--- config.mk ---
export PLATFORM = sky130hd
export DESIGN_NAME = param_mode_counter
export DESIGN_NICKNAME = d
export VERILOG_FILES = /design/src/rtl/param_mode_counter.sv
export SDC_FILE = /design/constraint.sdc
export NUM_CORES = 1
export LEC_CHECK = 0
export CAP_MARGIN = 10
export CORE_AREA = 2 2 39 41
export DETAILED_ROUTE_END_ITERATION = 8
export DIE_AREA = 0 0 41 43
export GPL_TIMING_DRIVEN = 0
export PLACE_DENSITY = 0.67
export SETUP_SLACK_MARGIN = 0.15
export SYNTH_ARGS = -nofsm -noshare
export SYNTH_HDL_FRONTEND = slang
export SYNTH_SLANG_ARGS = --single-unit
--- constraint.sdc ---
create_clock -name CLK -period 4.7 [get_ports CLK]
set_input_delay 0.47 -clock CLK [delete_from_list [all_inputs] [get_ports CLK]]
set_output_delay 0.47 -clock CLK [all_outputs]
set_load 0.02 [all_outputs]
--- src/rtl/param_mode_counter.sv ---
// param_mode_counter: WIDTH-bit sequence generator with four run-time modes
// (binary up/down modulo MODULUS, Gray up, Johnson). It has a clock enable,
// a synchronous load and a registered terminal-count pulse. out and TC are
// registered and reflect the count produced by the same edge.
module param_mode_counter #(
    parameter int unsigned WIDTH   = 3,
    parameter int unsigned MODULUS = 8
) (
    input  logic             CLK,
    input  logic             RESET,
    input  logic             EN,
    input  logic [1:0]       MODE,
    input  logic             LOAD,
    input  logic [WIDTH-1:0] LOAD_VAL,
    output logic [WIDTH-1:0] out,
    output logic             TC
);

    typedef enum logic [1:0] {
        MODE_UP      = 2'b00,
        MODE_DOWN    = 2'b01,
        MODE_GRAY    = 2'b10,
        MODE_JOHNSON = 2'b11
    } mode_t;

    // One extra bit so MODULUS = 2^WIDTH stays representable in the clamp compare
    localparam int unsigned     XW           = WIDTH + 1;
    localparam logic [XW-1:0]   MODULUS_X    = XW'(MODULUS);
    localparam logic [WIDTH-1:0] BIN_MAX     = WIDTH'(MODULUS - 1);
    localparam logic [WIDTH-1:0] JOHNSON_END = {1'b1, {(WIDTH-1){1'b0}}};

    mode_t            r_mode_q;
    logic [WIDTH-1:0] r_cnt;
    logic [WIDTH-1:0] r_out;
    logic             r_tc;

    mode_t            w_mode;
    logic [WIDTH-1:0] w_cnt_nxt;
    logic [WIDTH-1:0] w_out_nxt;
    logic             w_tc_nxt;
    logic             w_load_big;

    assign w_mode     = mode_t'(MODE);
    assign w_load_big = (XW'(LOAD_VAL) >= MODULUS_X);

    // Next count and wrap detection; priority is mode change > load > enable > hold
    always_comb begin
        w_cnt_nxt = r_cnt;
        w_tc_nxt  = 1'b0;
        if (w_mode != r_mode_q) begin
            w_cnt_nxt = '0;
        end else if (LOAD) begin
            case (w_mode)
                MODE_UP, MODE_DOWN: w_cnt_nxt = w_load_big ? BIN_MAX : LOAD_VAL;
                MODE_GRAY:          w_cnt_nxt = LOAD_VAL;
                default:            w_cnt_nxt = '0;
            endcase
        end else if (EN) begin
            case (w_mode)
                MODE_UP: begin
                    w_tc_nxt  = (r_cnt == BIN_MAX);
                    w_cnt_nxt = w_tc_nxt ? '0 : r_cnt + WIDTH'(1);
                end
                MODE_DOWN: begin
                    w_tc_nxt  = (r_cnt == '0);
                    w_cnt_nxt = w_tc_nxt ? BIN_MAX : r_cnt - WIDTH'(1);
                end
                MODE_GRAY: begin
                    w_tc_nxt  = (r_cnt == '1);
                    w_cnt_nxt = r_cnt + WIDTH'(1);
                end
                default: begin
                    w_tc_nxt  = (r_cnt == JOHNSON_END);
                    w_cnt_nxt = {r_cnt[WIDTH-2:0], ~r_cnt[WIDTH-1]};
                end
            endcase
        end
    end

    // Output encoding of the next count; mode_q always follows MODE after an edge
    always_comb begin
        w_out_nxt = w_cnt_nxt;
        if (w_mode == MODE_GRAY) begin
            w_out_nxt = w_cnt_nxt ^ (w_cnt_nxt >> 1);
        end
    end

    // State and output registers with synchronous active-high reset
    always_ff @(posedge CLK) begin
        if (RESET) begin
            r_cnt    <= '0;
            r_out    <= '0;
            r_tc     <= 1'b0;
            r_mode_q <= w_mode;
        end else begin
            r_cnt    <= w_cnt_nxt;
            r_out    <= w_out_nxt;
            r_tc     <= w_tc_nxt;
            r_mode_q <= w_mode;
        end
    end

    assign out = r_out;
    assign TC  = r_tc;

endmodule

==> results.ini, run 1 <==
[global_routing]
antenna_found_initial=0
grt_remaining_overflow=0
grt_pass1_wl_um=1990
first_global_vias=476
grt_usage=0.167
grt_max_degree=11

[detailed_routing]
wl_per_cell_um=12.5
wl_met1_um=532
routed_wl_um=1160
drtIter0Drc=8
antenna_left=0
post_drt_via_cell_ratio=5.59
wl_met3_um=90
dr.pass1.iters=4
vias=520
wl_met2_um=513
dr.max_layer_used=met4
drcViolationCount=0

[timing]
grt_setup_unrepaired=no
hold_viol=0
setup_slack_ps=2640
setup_tns_ps=0
max-slew-margin-rel=0.721
tightest_slew_ps=408
final.setup_skew_ps=3.98
setup_viol=0
finalCritPeriodShare=0.438
finalCriticalPeriod_ps=2060
report.final.slew_viol_count=0
fmax_ghz=0.486
worst_hold_slack_ps=749

[clocking]
cts_root_buf=clkbuf_4
cts_tree=done
htreeDepth=1
cts_max_path_buffers=2
cts_sinks=8
cts-resized-gates=0
insertion_delay_ps=250
postCtsHoldBufs=0
cts_buffers=3
cts_setup_buffers=0
clk_pin_slew_ps=50

[logic_synthesis]
synth-main-ff-cell=dfxtp_1
synth_top_cell_area_share=0.286
synthMuxAreaShare=0.0179
netlist_area_um2=559
ys_ff_latch=8
syn_inst=62
yosysSeqAreaShare=0.286
synthArstFlopShare=0
synth_top_family_by_area=compound AO/OA/AOI/OAI gates
synth_edf_count=0
netlist_top_cells_area=dfxtp_1 (29%), ha_1 (8.9%), a2111oi_4 (4.9%), nor2b_1 (4.5%), a2111oi_0 (3.1%)
synth.largest_area_cell=dfxtp_1
syn_area_per_cell_um2=9.02
synthAdderAreaFrac=0.0895
yosysUniqueCellTypes=32
synth_compound_area_frac=0.293
ys_warn_count=0
synth_nets=75
synthSimpleGateAreaFrac=0.186
synth-xor-area-share=0.0626

[pwr]
vdd_drop_max_uv=132
p_leak_nw=0.271
power.density_nw_per_um2=225
power_uw=162

[placed_design]
dp_cells=90
post-place-ws_ps=2380
place.gp.congestion=0.735
hpwl_um=926
place.port_buffers=12
placed_area_um2=699

[final_layout]
n_antenna_cell=0
fin_util=0.522
drive_above_1_share=0.117
n_fill_cell=153
area_growth_pct=29.1
fin_nets=92
final_cell_area_um2=722
fin_cells=93

[worst_hold_path]
hold_path_class=input port to register

[setup_path]
r2r_cells=7
cp_top_family=compound AO/OA/AOI/OAI gates
startpoint_type=input port
critical_path_class=input port to register
cp_data_arrival_time_ps=2190
r2r-end=out[1]$_SDFF_PP0_
cpPeakStageDelay_ps=450
timing.rr.start=r_cnt[0]$_SDFF_PP0_
slowest_stage=clkdlybuf4s50_1
path_cells=clkdlybuf4s50_1 > or2_1 > a311o_1 > a2111oi_4 > xnor2_1 > nor2_1
end_kind=register
crit_required_ps=4830
path_max_fanout=4
worst-r2r-setup-slack_ps=2940
crit_buf_inv=1
cp.depth=6
startpoint=MODE[1]
crit_path_end=out[1]$_SDFF_PP0_

[die]
core_area_um2=1380
ios=13
row_count=14
start_util=0.404
dieWidth_um=41
die_h_um=43
die_area_um2=1760

[run]
maxCapViolations=0

[outcome]
outcome=finished clean

[where the power goes]
group	internal (mW)	leakage [nW]	switching (mW)	total [mW]
Clock	0.0291	0.0138	0.0213	0.0503
Combinational	0.0190	0.192	0.0199	0.0389
Sequential	0.0708	0.0656	0.00230	0.0731
[final cells by class]
type,count,area (um2),share of cell area
Tap cell,16,20.0,0.0277
Multi-Input combinational cell,46,363,0.503
Timing Repair Buffer,12,120,0.166
Inverter,5,18.8,0.0260
Clock buffer,3,22.5,0.0312
Sequential cell,8,160,0.222
Buffer,3,17.5,0.0243
[cell families (layout without fill, tap and decap cells)]
kind of cell / Yosys count / count (layout)
buf+inv: 8 / 23
compound gates: 18 / 18
flops: 8 / 8
mux: 1 / 1
xor+xnor: 4 / 4
simple gates: 19 / 19
fa+ha+maj: 4 / 4
[per-layer routing]
layer,vias to the layer above,GRT usage
met5,-,0
met4,0,0.100
met3,6,0.0681
met2,19,0.231
met1,235,0.208
li1,260,-
[synth_stat cells, types with 2 or more instances]
library cell and count:
ha_1 4, o221ai_1 2, nand2_1 3, a21oi_1 3, xor2_1 2, nor3_1 2, nor2b_1 4, inv_1 4
a21o_1 2, dfxtp_1 8, a2111oi_0 2, nor2_1 3, buf_2 2, nand2b_1 2, xnor2_1 2
[cell usage in the layout (no fill, tap or decap), drive strengths merged, types with 4 or more instances in the layout]
| master | n |
|---|---|
| ha | 4 |
| inv | 5 |
| dfxtp | 8 |
| nor2b | 4 |
| clkdlybuf4s50 | 12 |
[worst min path at each step]
stage,cells past startpoint,slack (ps),startpoint,endpoint
after global placement,3,740,r_mode_q[1]$_DFF_P_,TC$_SDFF_PP0_
after floorplan,0,500,MODE[0],r_mode_q[0]$_DFF_P_
after CTS,1,750,MODE[1],r_mode_q[1]$_DFF_P_
after detailed placement,3,750,r_mode_q[1]$_DFF_P_,TC$_SDFF_PP0_
final,1,750,MODE[1],r_mode_q[1]$_DFF_P_
after global routing,1,780,MODE[1],r_mode_q[1]$_DFF_P_
[registers in the layout (all words and copies together) (netlist names)]
register	count
out	2
TC	1
r_mode_q	2
r_cnt	3
Note: power is estimated with default switching activity, not from simulation.
==> run 2: changes to the inputs <==
--- a/config.mk
+++ b/config.mk
@@ -6,11 +6,11 @@
 export NUM_CORES = 1
 export LEC_CHECK = 0
 export CAP_MARGIN = 10
-export CORE_AREA = 2 2 39 41
+export CORE_MARGIN = 1
+export CORE_UTILIZATION = 42
 export DETAILED_ROUTE_END_ITERATION = 8
-export DIE_AREA = 0 0 41 43
 export GPL_TIMING_DRIVEN = 0
-export PLACE_DENSITY = 0.67
+export PLACE_DENSITY = 0.7
 export SETUP_SLACK_MARGIN = 0.15
 export SYNTH_ARGS = -nofsm -noshare
 export SYNTH_HDL_FRONTEND = slang
==> constraint.sdc (replaced) <==
create_clock -name CLK -period 1.85 [get_ports CLK]
set_input_delay 0.185 -clock CLK [delete_from_list [all_inputs] [get_ports CLK]]
set_output_delay 0.185 -clock CLK [all_outputs]
set_load 0.02 [all_outputs]
==> results.ini, run 2 (synthesis results as in run 1) <==
[clocking]
clk_pin_slew_ps=60  ; about the same
insertion_delay_ps=260  ; about the same
cts_max_path_buffers=2  ; unchanged
htreeDepth=1  ; unchanged
cts_sinks=8  ; unchanged
cts_buffers=3  ; unchanged
cts_root_buf=clkbuf_4
cts_tree=done

[timing]
max-slew-margin-rel=0.677  ; -0.0438
tightest_slew_ps=472  ; +64.0 ps
setup_tns_ps=0  ; unchanged
finalCriticalPeriod_ps=1680
setup_slack_ps=167  ; -2470 ps
grt_setup_unrepaired=yes
report.final.slew_viol_count=0  ; unchanged
worst_hold_slack_ps=321  ; -428 ps
final.setup_skew_ps=4.75  ; +0.763 ps
fmax_ghz=0.594
hold_viol=0  ; unchanged
finalCritPeriodShare=0.910
setup_viol=0  ; unchanged

[die]
die_h_um=38.5  ; -10%
ios=13  ; unchanged
row_count=12  ; -2
die_area_um2=1480  ; -16%
start_util=0.478  ; +0.0734
core_area_um2=1170  ; -15%
dieWidth_um=38.5  ; -6.1%

[outcome]
outcome=finished clean

[final_layout]
final_cell_mix=clkdlybuf4s50_1 (11), buf_4 (6), dfxtp_1 (5)
drive_above_1_share=0.275  ; +0.158
largest-register=r_cnt
area_growth_pct=44.3
n_fill_cell=95  ; -38%
final_common_cell=clkdlybuf4s50_1
fin_nets=95  ; +3.3%
n_antenna_cell=0  ; unchanged
largest_reg_flops=3  ; unchanged

[detailed_routing]
dr.pass1.iters=4  ; unchanged
vias=551  ; +6.0%
drcViolationCount=0  ; unchanged
antenna_left=0  ; unchanged
routed_wl_um=1420  ; +22%
drtIter0Drc=10  ; +2
post_drt_via_cell_ratio=5.86  ; +4.8%
wl_per_cell_um=15.1  ; +21%

[worst_hold_path]
min_to=r_mode_q[0]$_DFF_P_
hold-path-cell-count=1  ; unchanged
hold_path_class=input port to register
hp-start=MODE[0]

[global_routing]
first_global_vias=489  ; +2.7%
met3_usage=0.0349  ; -0.0332
grt_usage=0.222  ; +0.0548
antenna_found_initial=0  ; unchanged
grt_max_degree=11  ; unchanged
grt_busiest_layer=met2
gr-usage-met1=0.260  ; +0.0520
grt.met2_usage=0.375  ; +0.144
grt_remaining_overflow=0  ; unchanged
grt_pass1_wl_um=2170  ; +9.0%

[setup_path]
crit_required_ps=1990  ; -2840 ps
critical_path_class=input port to register
worst-r2r-setup-slack_ps=190  ; -2750 ps
cp_data_arrival_time_ps=1820  ; -370 ps
path_max_fanout=4  ; unchanged
r2r-end=out[0]$_SDFF_PP0_
timing.rr.start=r_cnt[0]$_SDFF_PP0_
r2r_cells=8  ; +1
cpPeakStageDelay_ps=460  ; about the same
slowest_stage=clkdlybuf4s50_1
startpoint_type=input port
path_cells=clkdlybuf4s50_1 > or2_1 > a311o_1 > a221oi_2 > buf_4 > a21o_1 > a21oi_1
end_kind=register

[placed_design]
place.gp.congestion=0.750  ; +1.9%
place.port_buffers=12  ; unchanged
post-place-ws_ps=-178  ; -2560 ps
hpwl_um=926  ; about the same

[pwr]
power.density_nw_per_um2=540  ; +140%
p_leak_nw=0.291  ; +7.3%
vdd_drop_max_uv=334  ; +150%

[run]
maxCapViolations=0  ; unchanged

run 2: cell count changes in the layout (fill, tap and decap cells not counted), moves of 2 or more:
cell,previous run,this run
buf_2,2,0
buf_4,1,6
dfxtp_1,8,5
dfxtp_4,0,2
ha_1,4,1
ha_4,0,3
inv_1,4,2
inv_2,1,3
run 2: how the worst max path moves through the flow:
stage                                    from           endpoint  slack, ps  depth (start not counted)
after floorplan           r_mode_q[1]$_DFF_P_  out[1]$_SDFF_PP0_        290                          5
after global placement                MODE[0]  out[0]$_SDFF_PP0_       -150                          7
after detailed placement              MODE[1]  out[1]$_SDFF_PP0_       -180                          6
after CTS                 r_cnt[0]$_SDFF_PP0_  out[0]$_SDFF_PP0_        140                          7
after global routing                  MODE[1]      TC$_SDFF_PP0_         80                          6
final                                 MODE[1]  out[0]$_SDFF_PP0_        170                          7
run 2: layer usage:
metal,wire length [um],share of wire
met1,652,0.46
met2,666,0.47
met3,53,0.037
met4,44,0.031
met5,0,0
run 2: area by class of cell:
type                       instances  area, um2  area share
timing repair buffer              15        141       0.175
buffer                             3       22.5      0.0279
inverter                           5       18.8      0.0233
clock buffer                       3       22.5      0.0279
tap                               14       17.5      0.0217
sequential                         8        169       0.209
multi-input combinational         46        415       0.515
run 2: report_power, final:
part / switching, mW / total, mW / internal, mW
Clock: 0.0608 / 0.135 / 0.0743
Sequential: 0.00732 / 0.185 / 0.178
Combinational: 0.0581 / 0.115 / 0.0572
run 2: per-stage QoR:
step / instance area (um2) / instances / power, mW / utilization
2_1_floorplan: 559 / 62 / 0.248 / -
3_3_place_gp: 697 / 88 / 0.287 / 0.595
3_5_place_dp: 697 / 88 / 0.288 / 0.595
4_1_cts: 767 / 93 / 0.436 / 0.655
5_1_grt: 807 / 94 / 0.462 / 0.689
6_report: 807 / 94 / 0.436 / 0.689
run 2: worst max-delay path, delay by kind of cell:
kind                   cells  cell delay (ps)
buffers and inverters      2              630
AO/OA/AOI/OAI              4              720
AND/OR/NAND/NOR            1              270
run 2: what timing repair did:
action | 4_1_cts | 5_1_grt
gates resized for setup | 9 | 9
hold buffers | 0 | 0
setup buffers | 2 | 1
hold endpoints to repair | 0 | 0
pin swaps | 7 | 9
endpoints found under the setup margin | 3 | 5
==> run 3: changes to the inputs <==
--- a/config.mk
+++ b/config.mk
@@ -7,11 +7,10 @@
 export LEC_CHECK = 0
 export CAP_MARGIN = 10
 export CORE_MARGIN = 1
-export CORE_UTILIZATION = 42
+export CORE_UTILIZATION = 32
 export DETAILED_ROUTE_END_ITERATION = 8
 export GPL_TIMING_DRIVEN = 0
-export PLACE_DENSITY = 0.7
-export SETUP_SLACK_MARGIN = 0.15
+export PLACE_DENSITY = 0.55
 export SYNTH_ARGS = -nofsm -noshare
 export SYNTH_HDL_FRONTEND = slang
 export SYNTH_SLANG_ARGS = --single-unit
==> results.ini, run 3 (synthesis results as in run 1) <==
[detailed_routing]
drtIter0Drc=11  ; +1
wl_per_cell_um=12.9  ; -14%
vias=500  ; -9.3%
routed_wl_um=1200  ; -15%
dr.pass1.iters=6  ; +2
drcViolationCount=1  ; +1
antenna_left=0  ; unchanged
post_drt_via_cell_ratio=5.38  ; -8.3%

[timing]
grt_setup_unrepaired=no
finalCriticalPeriod_ps=1710  ; +25.6 ps
hold_viol=0  ; unchanged
fmax_ghz=0.585  ; -1.5%
max-slew-margin-rel=0.706  ; +0.0290
final.setup_skew_ps=8.89  ; +4.15 ps
setup_viol=0  ; unchanged
finalCritPeriodShare=0.924  ; +0.0138
tightest_slew_ps=429  ; -42.5 ps
report.final.slew_viol_count=0  ; unchanged

[setup_path]
path_max_fanout=4  ; unchanged
end_kind=register
critical_path_class=register to register
crit_required_ps=1990  ; about the same
cp_data_arrival_time_ps=1850  ; +30 ps
startpoint_type=register

[placed_design]
place.port_buffers=12  ; unchanged
place.gp.congestion=0.777  ; +3.6%
hpwl_um=926  ; about the same

[pwr]
power.density_nw_per_um2=571  ; +5.7%
power_uw=428  ; -1.9%
vdd_drop_max_uv=386  ; +16%
p_leak_nw=0.278  ; -4.6%

[run]
maxCapViolations=0  ; unchanged

[final_layout]
area_growth_pct=34.0
n_fill_cell=156  ; +64%
seqCellArea_um2=165  ; -2.2%
largest_reg_flops=3  ; unchanged
final_common_cell=clkdlybuf4s50_1
fin_nets=92  ; -3.2%
fin_util=0.475  ; -0.214
final_cell_mix=clkdlybuf4s50_1 (11), dfxtp_1 (6), inv_1 (4), clkbuf_4 (4), nor2b_1 (4)
drive_above_1_share=0.182  ; -0.0932
largest-register=r_cnt
multiInputGateArea_um2=380  ; -8.4%
n_antenna_cell=0  ; unchanged

[outcome]
violations=DRC
outcome=finished with violations

[clocking]
cts_max_path_buffers=2  ; unchanged
postCtsHoldBufs=0  ; unchanged
htreeDepth=1  ; unchanged
cts_sinks=8  ; unchanged
clk_pin_slew_ps=60  ; about the same
cts_buffers=3  ; unchanged
insertion_delay_ps=260  ; about the same
cts_tree=done
cts_root_buf=clkbuf_4

[die]
dieWidth_um=43.8  ; +14%
die_area_um2=1920  ; +30%
row_count=14  ; +2
core_area_um2=1580  ; +35%
ios=13  ; unchanged
die_h_um=43.8  ; +14%
start_util=0.355  ; -0.123

[worst_hold_path]
hold_path_class=input port to register

[global_routing]
first_global_vias=455  ; -7.0%
grt_pass1_wl_um=2060  ; -5.1%
grt_usage=0.147  ; -0.0746
grt_remaining_overflow=0  ; unchanged
antenna_found_initial=0  ; unchanged
grt_max_degree=11  ; unchanged

==> run 3: changes by cell type in the layout (fill, tap and decap cells not counted), moves of 2 or more <==
cell   before  now
ha_2        0    2
buf_4       6    1
inv_1       2    4
ha_4        3    1
inv_2       3    1
==> run 3: report_power, final <==
group          internal [mW]  switching [mW]  leakage, nW  total, mW
Clock                 0.0747          0.0659       0.0138      0.141
Combinational         0.0508          0.0519        0.197      0.103
Sequential             0.179         0.00570       0.0668      0.185
==> run 3: layout make-up <==
cell class,count,area share
Multi-Input combinational cell,46,0.508
Sequential cell,8,0.220
Timing Repair Buffer,12,0.164
Clock buffer,3,0.0301
Buffer,3,0.0267
Tap cell,16,0.0267
Inverter,5,0.0250
==> run 3: final timing paths <==
path              depth (start not counted)             endpoint  slack (ps)           startpoint
setup / recovery                          7    out[0]$_SDFF_PP0_         140  r_cnt[0]$_SDFF_PP0_
hold / removal                            1  r_mode_q[0]$_DFF_P_         180              MODE[0]
setup reg to reg                          7    out[0]$_SDFF_PP0_         140  r_cnt[0]$_SDFF_PP0_
hold reg to reg                           3        TC$_SDFF_PP0_         760  r_mode_q[1]$_DFF_P_
==> run 3: repair_timing <==
item                                    4_1_cts  5_1_grt
hold endpoints to repair                      0        0
endpoints found under the setup margin        0        2
setup buffers                                 0        0
gates resized for setup                       0        8
==> run 3: worst max-delay path, stage by stage (launching register included) <==
cell      delay (ps)
dfxtp_4          350
inv_1            130
ha_4             220
mux2i_1          130
o211ai_1         140
a221oi_2         390
a21o_1           170
a21oi_1           60
==> run 3: per-layer routing <==
layer | vias up | wire, um | track usage
li1 | 260 | - | -
met3 | 3 | 69 | 0.0417
met4 | 0 | 20 | 0.0750
met5 | - | 0 | 0
met1 | 223 | 595 | 0.202
met2 | 14 | 519 | 0.209
==> run 3: metrics by stage <==
step                      cells  worst slack, ps  hold WS (ps)  setup TNS [ps]  area [um2]
after global routing         93             7.71           190               0         749
final                        93              141           181               0         749
after CTS                    93             37.6           457               0         722
after floorplan              62              292           213               0         559
after global placement       90             -166           730            -497         699
after detailed placement     90             -180           734            -496         699
